--- src/rtl/cpu_types_pkg.sv ---
// Shared CPU pipeline types: hazard-controller state, latch control bundle and NOP encoding.
package cpu_types_pkg;

    typedef enum logic [1:0] {
        RUN   = 2'd0,
        DWAIT = 2'd1,
        HALT  = 2'd2
    } hz_state_t;

    localparam logic [31:0] NOP_INSTR = 32'h0000_0000;

    typedef struct packed {
        logic pc_en;
        logic ifid_en;
        logic idex_en;
        logic exmem_en;
        logic memwb_en;
        logic ifid_flush;
        logic idex_flush;
        logic exmem_flush;
        logic memwb_flush;
    } hz_ctrl_t;

    // Bundle order: pc, ifid, idex, exmem, memwb enables, then the four flushes
    localparam hz_ctrl_t CTRL_IDLE   = hz_ctrl_t'(9'b00000_0000);
    localparam hz_ctrl_t CTRL_ALL_EN = hz_ctrl_t'(9'b11111_0000);
    localparam hz_ctrl_t CTRL_DWAIT  = hz_ctrl_t'(9'b00000_0001);
    localparam hz_ctrl_t CTRL_BRANCH = hz_ctrl_t'(9'b11111_1110);
    localparam hz_ctrl_t CTRL_BUBBLE = hz_ctrl_t'(9'b00111_0100);
    localparam hz_ctrl_t CTRL_JUMP   = hz_ctrl_t'(9'b11111_1000);

endpackage

--- src/rtl/pipeline_hazard_ctrl_load_use_detect.sv ---
// Load-use comparator: flags an ID instruction that needs the result of a load still in EX.
module load_use_detect #(
    parameter int REG_W = 5
) (
    input  logic             ex_memRd,
    input  logic [REG_W-1:0] ex_rt,
    input  logic [REG_W-1:0] id_rs,
    input  logic [REG_W-1:0] id_rt,
    input  logic             id_uses_rt,
    output logic             hazard
);

    logic dest_live_s;
    logic rs_match_s;
    logic rt_match_s;

    // $zero is never a real dependency, so a load targeting it cannot stall
    assign dest_live_s = ex_memRd & (ex_rt != {REG_W{1'b0}});
    assign rs_match_s  = (ex_rt == id_rs);
    assign rt_match_s  = id_uses_rt & (ex_rt == id_rt);
    assign hazard      = dest_live_s & (rs_match_s | rt_match_s);

endmodule

--- src/rtl/pipeline_hazard_ctrl.sv ---
// Pipeline sequencing: PC/latch enables and flushes for load-use, memory waits,
// branches, jumps and halt, plus a saturating stall-cycle counter.
module pipeline_hazard_ctrl
    import cpu_types_pkg::*;
#(
    parameter int REG_W       = 5,
    parameter int STALL_CNT_W = 16
) (
    input  logic                   CLK,
    input  logic                   nRST,
    input  logic                   ihit,
    input  logic                   dhit,
    input  logic                   mem_dreq,
    input  logic [REG_W-1:0]       id_rs,
    input  logic [REG_W-1:0]       id_rt,
    input  logic                   id_uses_rt,
    input  logic                   ex_memRd,
    input  logic [REG_W-1:0]       ex_rt,
    input  logic                   mem_br_taken,
    input  logic                   id_jump,
    input  logic                   wb_halt,
    output logic                   pc_en,
    output logic                   ifid_en,
    output logic                   idex_en,
    output logic                   exmem_en,
    output logic                   memwb_en,
    output logic                   ifid_flush,
    output logic                   idex_flush,
    output logic                   exmem_flush,
    output logic                   memwb_flush,
    output logic                   halted,
    output logic [STALL_CNT_W-1:0] stall_cnt
);

    localparam logic [STALL_CNT_W-1:0] CNT_MAX = {STALL_CNT_W{1'b1}};

    hz_state_t              state_r;
    logic [STALL_CNT_W-1:0] stall_cnt_r;
    hz_ctrl_t               ctrl_s;
    logic                   load_use_s;
    logic                   dwait_s;
    logic                   count_s;

    load_use_detect #(.REG_W(REG_W)) u_load_use_detect (
        .ex_memRd   (ex_memRd),
        .ex_rt      (ex_rt),
        .id_rs      (id_rs),
        .id_rt      (id_rt),
        .id_uses_rt (id_uses_rt),
        .hazard     (load_use_s)
    );

    assign dwait_s = mem_dreq & ~dhit;

    // Output priority mux; the release cycle of DWAIT falls through to the branch check
    always_comb begin
        ctrl_s = CTRL_IDLE;
        if (!nRST) begin
            ctrl_s = CTRL_IDLE;
        end else begin
            case (state_r)
                RUN, DWAIT: begin
                    if (dwait_s) begin
                        ctrl_s = CTRL_DWAIT;
                    end else if (mem_br_taken) begin
                        ctrl_s = CTRL_BRANCH;
                    end else if (load_use_s) begin
                        ctrl_s = CTRL_BUBBLE;
                    end else if (id_jump) begin
                        ctrl_s = CTRL_JUMP;
                    end else if (!ihit) begin
                        ctrl_s = CTRL_BUBBLE;
                    end else begin
                        ctrl_s = CTRL_ALL_EN;
                    end
                end
                HALT:    ctrl_s = CTRL_IDLE;
                default: ctrl_s = CTRL_IDLE;
            endcase
        end
    end

    assign count_s = ~ctrl_s.pc_en & (state_r != HALT) & (stall_cnt_r != CNT_MAX);

    // State register and saturating stall counter
    always_ff @(posedge CLK or negedge nRST) begin
        if (!nRST) begin
            state_r     <= RUN;
            stall_cnt_r <= {STALL_CNT_W{1'b0}};
        end else begin
            if (wb_halt) begin
                state_r <= HALT;
            end else begin
                case (state_r)
                    RUN:     state_r <= dwait_s ? DWAIT : RUN;
                    DWAIT:   state_r <= dhit ? RUN : DWAIT;
                    HALT:    state_r <= HALT;
                    default: state_r <= RUN;
                endcase
            end
            if (count_s) begin
                stall_cnt_r <= stall_cnt_r + STALL_CNT_W'(1);
            end else begin
                stall_cnt_r <= stall_cnt_r;
            end
        end
    end

    assign pc_en       = ctrl_s.pc_en;
    assign ifid_en     = ctrl_s.ifid_en;
    assign idex_en     = ctrl_s.idex_en;
    assign exmem_en    = ctrl_s.exmem_en;
    assign memwb_en    = ctrl_s.memwb_en;
    assign ifid_flush  = ctrl_s.ifid_flush;
    assign idex_flush  = ctrl_s.idex_flush;
    assign exmem_flush = ctrl_s.exmem_flush;
    assign memwb_flush = ctrl_s.memwb_flush;
    assign halted      = (state_r == HALT);
    assign stall_cnt   = stall_cnt_r;

endmodule

--- config.mk ---
export PLATFORM = sky130hd
export DESIGN_NAME = pipeline_hazard_ctrl
export DESIGN_NICKNAME = d
export VERILOG_FILES = /design/src/rtl/cpu_types_pkg.sv /design/src/rtl/pipeline_hazard_ctrl_load_use_detect.sv /design/src/rtl/pipeline_hazard_ctrl.sv
export SDC_FILE = /design/constraint.sdc
export NUM_CORES = 1
export LEC_CHECK = 0
export BUFFER_PORTS_ARGS = -buffer_cell sky130_fd_sc_hd__buf_2
export CAP_MARGIN = 0
export CORE_MARGIN = 2
export CORE_UTILIZATION = 30
export DETAILED_ROUTE_END_ITERATION = 10
export PLACE_DENSITY = 0.64
export SLEW_MARGIN = 20
export SYNTH_ARGS = -nofsm -noshare
export SYNTH_HDL_FRONTEND = slang
export SYNTH_SLANG_ARGS = --single-unit
--- constraint.sdc ---
create_clock -name CLK -period 2.4 [get_ports CLK]
set_clock_uncertainty 0.1 [all_clocks]
set_input_delay 0.36 -clock CLK [delete_from_list [all_inputs] [get_ports CLK]]
set_output_delay 0.36 -clock CLK [all_outputs]
set_load 0.02 [all_outputs]
==> results of run 1 <==
-- stage by stage --
step                      total power, W  hold WS (ns)  cell area [um2]  std cells
final                           0.000612         0.131             1480        213
after global routing            0.000650         0.132             1480        213
after CTS                       0.000617         0.125             1450        211
after detailed placement        0.000468         0.274             1410        207
after global placement          0.000460         0.276             1410        207
after floorplan                 0.000404       -0.0356             1100        110
-- layout make-up --
cell class	count	area share
clock buffers	3	0.0152
inverters	3	0.00759
flip-flops and latches	18	0.304
repair buffers	58	0.214
well taps	46	0.0388
multi-input cells	85	0.421
-- per-layer routing --
layer  vias up  routed length, um  GRT usage
li1        502                  -          -
met1       472               1200      0.164
met2        58               1280      0.245
met3         2                245     0.0211
met4         0                 11     0.0479
met5         -                  0          0
-- worst reg2reg max path, stage by stage (launching register included) --
cell and delay, ns:
dfrtp_1 0.42, ha_1 0.23, nand4_1 0.12, nor2_1 0.08, nand3b_1 0.10, nor3b_1 0.53
nand4_1 0.19, xnor2_1 0.16
-- worst max path at each step --
| stage | cells after the start | slack, ns | end |
|---|---|---|---|
| floorplan | 6 | 0.006 | pc_en |
| global placement | 7 | 0.02 | idex_flush |
| detailed placement | 7 | -0.02 | ifid_en |
| CTS | 7 | 0.01 | ifid_en |
| global route | 8 | 0.02 | idex_flush |
| finish | 8 | 0.09 | idex_flush |
-- flip-flops by register name (all words and copies together), names as in the netlist --
| name | flops |
|---|---|
| state_r | 2 |
| stall_cnt | 16 |
-- report_power, final --
group	switching [W]	leakage [nW]	internal (W)	total [W]
Sequential	0.0000161	0.243	0.000318	0.000334
Combinational	0.0000717	0.499	0.0000621	0.000134
Clock	0.0000860	0.0138	0.0000584	0.000144
-- Yosys cell counts (all sizes together), types with 2 or more instances --
cell / count / share of area
a21oi: 2 / 0.0092
nand4: 7 / 0.040
xnor2: 15 / 0.12
xor2: 9 / 0.072
nor2: 7 / 0.024
o21ai: 2 / 0.0092
nor4: 2 / 0.017
and3: 3 / 0.017
inv: 3 / 0.010
or2: 2 / 0.011
buf: 4 / 0.031
nor3: 4 / 0.018
nand3: 11 / 0.050
nand2: 6 / 0.021
mux2: 2 / 0.024
nand3b: 4 / 0.027
dfrtp: 18 / 0.41
-- cell families (layout without fill, tap and decap cells) --
group	Yosys count	after routing	synth area share
XOR/XNOR	24	24	0.192
flip-flops	18	18	0.412
buffers and inverters	7	64	0.0412
adder cells (fa/ha/maj)	1	1	0.0115
AND/OR/NAND/NOR	50	50	0.253
multiplexers	2	2	0.0241
AO/OA/AOI/OAI	8	8	0.0653
-- repair_timing --
action | CTS | global route
hold endpoints to repair | 18 | 0
hold buffers | 1 | 0
pin swaps | 1 | 3
endpoints found under the setup margin | 3 | 3
cloned | 0 | 0
buffers inserted | 0 | 2
gates resized for setup | 1 | 4
==> flow_summary_export.csv, run 1 <==
group,metric,value,unit
synthesis,post_synthesis_cell_area,0.00109,mm2
power,power.ir.vdd_worst,0.000298,V
global_route,number_of_antenna_violations_at_the_first_check_in_global_routing,0,
worst_hold_path,hold_end,"state_r[0]$_DFF_PN0_",
sta,finalSetupTns,0,ns
sta,relSlewSlack,0.591,
synthesis,synthArstFlopShare,1.00,
sta,setup_repair_after_global_routing_missed_its_margin,"false",
finish,final_util,0.434,
synthesis,syn_inst,110,
worst_setup_path,start_kind,"input port",
synthesis,synth_cell_type_count,30,
global_route,grt_start_max_net_pins,20,
worst_setup_path,worst_setup_path_end_kind,"output port",
floorplanning,floorplan.io_pins,51,
sta,timing.fmax,434,MHz
synthesis,synth-main-ff-cell,"dfrtp_1",
global_route,grt_usage,0.136,
synthesis,number_of_flops_mapped_to_enable_cells_by_yosys,0,
worst_setup_path,cp.arrival,1.85,ns
worst_setup_path,critical-path-slowest-cell,"nor4_2",
clock_tree,ctsLongestPathBuffers,2,
power,leakagePower,0.755,nW
finish,antennaDiodeCount,0,
clock_tree,clock_input_transition_at_the_sequential_cells_of_the_worst_setup_and_hold_paths,0.09,ns
worst_setup_path,worst-path-buf-inv,2,
worst_setup_path,worst_setup_sp,"ex_rt[2]",
finish,fraction_of_layout_cells_with_a_size_suffix_above_1,0.413,
sta,timing.final.max_slew_violations,0,
synthesis,post_synthesis_sequential_element_count,18,
place,dpl_worst_slack,-0.0230,ns
finish,mostFrequentLayoutCells,"buf_2, dfrtp_1, xnor2_1",
finish,seqCellArea,450,um2
finish,layout_commonest_cell,"buf_2",
worst_setup_path,crit_path_frequent_cell,"buf_2",
global_route,grt_overflow,0,
worst_setup_path,worst_r2r_startpoint,"stall_cnt[0]$_DFFE_PN0P_",
place,weighted_congestion_reported_at_the_end_of_routability_driven_placement,0.763,
finish,num-fill-cells,345,
sta,worst_pin_slew,0.613,ns
clock_tree,clk_latency,0.29,ns
clock_tree,clock-sinks,18,
global_route,first_global_vias,1010,
worst_setup_path,criticalPathCategory,"in -> out",
power,power.density,412,mW/mm2
finish,combined_area_of_the_multi_input_logic_cells,624,um2
worst_hold_path,hold_path.class,"in -> reg",
floorplanning,dieArea,0.00414,mm2
sta,layout_setup_ws,0.0940,ns
clock_tree,ctsHtreeMaxLevel,1,
drt,wirelength,2740,um
drt,detailedRoute.firstPassIterationCount,4,
worst_setup_path,crit_required,1.94,ns
drt,antenna_violating_nets_post_route,0,
drt,drt-wirelength-per-cell,12.9,um
floorplanning,die_width,64.3,um
floorplanning,core-area,0.00342,mm2
global_route,grt_pass1_wl,4440,um
clock_tree,tritoncts,"done",
synthesis,synth_fp_nets,136,
worst_setup_path,max_fanout_on_critical_path,3,
worst_setup_path,r2r-end,"stall_cnt[9]$_DFFE_PN0P_",
drt,via_per_inst,4.85,
sta,setup_viol_count_final,0,
drt,drt_drc_violations_left,0,
run_status,outcome,"finished clean",
worst_setup_path,r2r_setup_slack,0.37,ns
drt,drt_iter0_drc,14,
floorplanning,die_y,64.3,um
sta,final_min_period_over_clock_period,0.961,
synthesis,synth-warning-count,0,
flow_run,max-cap-violations,0,
synthesis,synth.avg_cell_area,9.93,um2
place,io_buffer_count,50,
worst_hold_path,worst_hold_startpoint,"wb_halt",
finish,area_growth_syn_to_layout,35.9,%
place,detailed_place_hpwl,2140,um
clock_tree,cts_buffers,3,
worst_setup_path,r2r_cells,7,
floorplanning,num_rows,21,
worst_setup_path,crit_path_cell_trace,"buf_2, xor2_1, nor4_2, a32oi_2, or2_4, o21ai_1, o21a_1, buf_2",
clock_tree,cts.root.buffer_cell,"clkbuf_4",
worst_setup_path,cpLargestDelayFamily,"simple AND/OR/NAND/NOR gates",
sta,hold_viol_final,0,
floorplanning,start_util,0.320,
sta,final_period_minus_worst_setup_slack,2.31,ns
finish,final_nets,195,
drt,routed-via-count,1034,
worst_setup_path,crit_path_max_incr_delay,0.34,ns
worst_hold_path,number_of_stages_on_the_worst_hold_path,2,
synthesis,synth.yosys.seq_area_share,0.412,
Power figures use the tool's default switching activity.
==> run 2, diff against run 1 <==
--- a/config.mk
+++ b/config.mk
@@ -8,9 +8,9 @@
 export BUFFER_PORTS_ARGS = -buffer_cell sky130_fd_sc_hd__buf_2
 export CAP_MARGIN = 0
 export CORE_MARGIN = 2
-export CORE_UTILIZATION = 30
+export CORE_UTILIZATION = 44
 export DETAILED_ROUTE_END_ITERATION = 10
-export PLACE_DENSITY = 0.64
+export PLACE_DENSITY = 0.84
 export SLEW_MARGIN = 20
 export SYNTH_ARGS = -nofsm -noshare
 export SYNTH_HDL_FRONTEND = slang
==> run 2 against run 1 <==
  * Die area down 30%
  * First-iteration DRC count up 14%
  * Cell area down 2.6%
  * Power up 6.9%
  * Non-clock buffer count down 2
  * Global-route usage up 5.0 points
  * Via count down 1.2%
  * Sequential share of layout area up 0.81 points
  * Sequential cell count unchanged
  * Combinational power about the same
  * Clock power up 32%
==> flow_summary_export.csv, run 2 (synthesized netlist as in run 1, its figures left out) <==
group,metric,value,unit
finish,largest_reg_flops,16,
power,internal_power,0.000471,W
global_route,first_global_vias,977,
worst_setup_path,crit_required,1.94,ns
power,leakagePower,0.747,nW
global_route,number_of_antenna_violations_at_the_first_check_in_global_routing,0,
finish,num-fill-cells,206,
sta,final_min_period_over_clock_period,0.971,
sta,worst_pin_slew,0.571,ns
finish,mostFrequentLayoutCells,"buf_2, dfrtp_1, xnor2_1",
worst_setup_path,critical-path-slowest-cell,"or4_2",
sta,final_period_minus_worst_setup_slack,2.33,ns
power,power.share.combinational,0.200,
power,power.ir.vdd_worst,0.000395,V
clock_tree,ctsHtreeMaxLevel,1,
floorplanning,floorplan.io_pins,51,
sta,setup_viol_count_final,0,
place,io_buffer_count,50,
power,p_clk_frac,0.290,
clock_tree,clock-sinks,18,
worst_setup_path,crit_path_max_incr_delay,0.68,ns
run_status,outcome,"finished clean",
finish,combined_area_of_the_multi_input_logic_cells,607,um2
power,fin_total_pwr,0.000654,W
finish,final_nets,193,
flow_run,max-cap-violations,0,
finish,finalNonFillerCells,196,
sta,relSlewSlack,0.619,
place,post-place-cells,190,
global_route,grt_overflow,0,
sta,finalSetupTns,0,ns
worst_setup_path,r2r_cells,7,
worst_setup_path,start_kind,"input port",
finish,final_util,0.600,
worst_setup_path,worst_r2r_startpoint,"stall_cnt[0]$_DFFE_PN0P_",
worst_setup_path,criticalPathCategory,"in -> out",
drt,via_per_inst,5.21,
place,dpl_worst_slack,0.0385,ns
power,proportion_of_power_drawn_by_flip_flops_and_latches,0.510,
drt,drt-wirelength-per-cell,12.8,um
worst_setup_path,cp.arrival,1.87,ns
finish,seqCellArea,450,um2
floorplanning,dieArea,0.00290,mm2
worst_hold_path,number_of_stages_on_the_worst_hold_path,2,
sta,layout_setup_ws,0.0704,ns
clock_tree,clock_input_transition_at_the_sequential_cells_of_the_worst_setup_and_hold_paths,0.10,ns
power,power.density,453,mW/mm2
drt,drt_iter0_drc,16,
finish,layout_commonest_cell,"buf_2",
sta,timing.final.max_slew_violations,0,
clock_tree,tritoncts,"done",
drt,antenna_violating_nets_post_route,0,
power,p_switching,0.000183,W
global_route,grt_usage,0.186,
worst_hold_path,worst_hold_startpoint,"wb_halt",
drt,detailedRoute.firstPassIterationCount,4,
worst_setup_path,crit_path_frequent_cell,"buf_2",
sta,hold_viol_final,0,
finish,area_growth_syn_to_layout,32.3,%
floorplanning,num_rows,18,
worst_setup_path,worst_setup_path_end_kind,"output port",
global_route,grt_start_max_net_pins,20,
worst_setup_path,max_fanout_on_critical_path,3,
power,power.switching_fraction,0.280,
global_route,grt_pass1_wl,3850,um
worst_hold_path,hold_end,"state_r[0]$_DFF_PN0_",
clock_tree,clk_latency,0.30,ns
clock_tree,cts.root.buffer_cell,"clkbuf_4",
place,detailed_place_hpwl,1990,um
sta,timing.fmax,429,MHz
floorplanning,die_y,53.8,um
floorplanning,core-area,0.00241,mm2
place,weighted_congestion_reported_at_the_end_of_routability_driven_placement,0.873,
drt,drt_drc_violations_left,0,
clock_tree,cts_buffers,3,
worst_setup_path,crit_path_cell_trace,"buf_2, or4_2, o21ai_2, or2_4, o21ai_1, o21a_1, buf_2",
floorplanning,start_util,0.453,
worst_hold_path,hold_path.class,"in -> reg",
finish,antennaDiodeCount,0,
clock_tree,ctsLongestPathBuffers,2,
drt,wirelength,2500,um
finish,fraction_of_layout_cells_with_a_size_suffix_above_1,0.404,
worst_setup_path,r2r_setup_slack,0.38,ns
floorplanning,die_width,53.8,um
sta,setup_repair_after_global_routing_missed_its_margin,"false",
drt,routed-via-count,1022,
worst_setup_path,r2r-end,"stall_cnt[9]$_DFFE_PN0P_",
run 2: changes by cell type in the layout (fill, tap and decap cells not counted), sizes merged:
| cell | before | now |
|---|---|---|
| buf | 57 | 55 |
| clkbuf | 3 | 4 |
run 2: how the worst max path moves through the flow:
stage,startpoint,end,slack (ns),depth (start not counted)
after CTS,ex_rt[0],idex_flush,0.03,7
after detailed placement,ex_rt[0],idex_flush,0.04,7
after global placement,ex_rt[0],idex_flush,0.06,7
after floorplan,ex_rt[0],pc_en,0.006,6
final,ex_rt[0],idex_flush,0.07,7
after global routing,ex_rt[0],ifid_en,0.02,7
run 2: worst max-delay path, delay by kind of cell:
kind	cells	cell delay (ns)
AND/OR/NAND/NOR	2	0.82
buffers and inverters	2	0.27
AO/OA/AOI/OAI	3	0.42
run 2: cell type report:
type,instances,area share
multi-input cells,85,0.420
flip-flops and latches,18,0.312
repair buffers,56,0.210
well taps,30,0.0260
clock buffers,4,0.0251
inverters,3,0.00779
run 2: what timing repair did:
item                                    in CTS  in global routing
hold endpoints to repair                    18                  0
endpoints found under the setup margin       0                  3
hold buffers                                 1                  0
resized for setup                            0                  2
setup buffers                                0                  1
run 2: power by group through the flow:
stage | clock (W) | sequential [W] | combinational, W
6_report | 0.000190 | 0.000334 | 0.000131
5_1_grt | 0.000206 | 0.000337 | 0.000143
3_5_place_dp | 0 | 0.000340 | 0.000129
4_1_cts | 0.000194 | 0.000334 | 0.000131
3_3_place_gp | 0 | 0.000338 | 0.000121
2_1_floorplan | 0 | 0.000356 | 0.0000473
run 2: per-layer routing:
| layer | vias to the layer above | wire length [um] | GRT usage |
|---|---|---|---|
| met3 | 5 | 230 | 0.0278 |
| li1 | 494 | - | - |
| met2 | 55 | 1170 | 0.346 |
| met4 | 0 | 52 | 0.103 |
| met5 | - | 0 | 0 |
| met1 | 468 | 1040 | 0.198 |
run 2: metrics by stage:
step	hold WS [ns]	cell area (um2)
after global routing	0.105	1450
final	0.117	1450
after global placement	0.249	1390
after detailed placement	0.253	1390
after CTS	0.114	1430
after floorplan	-0.0356	1100
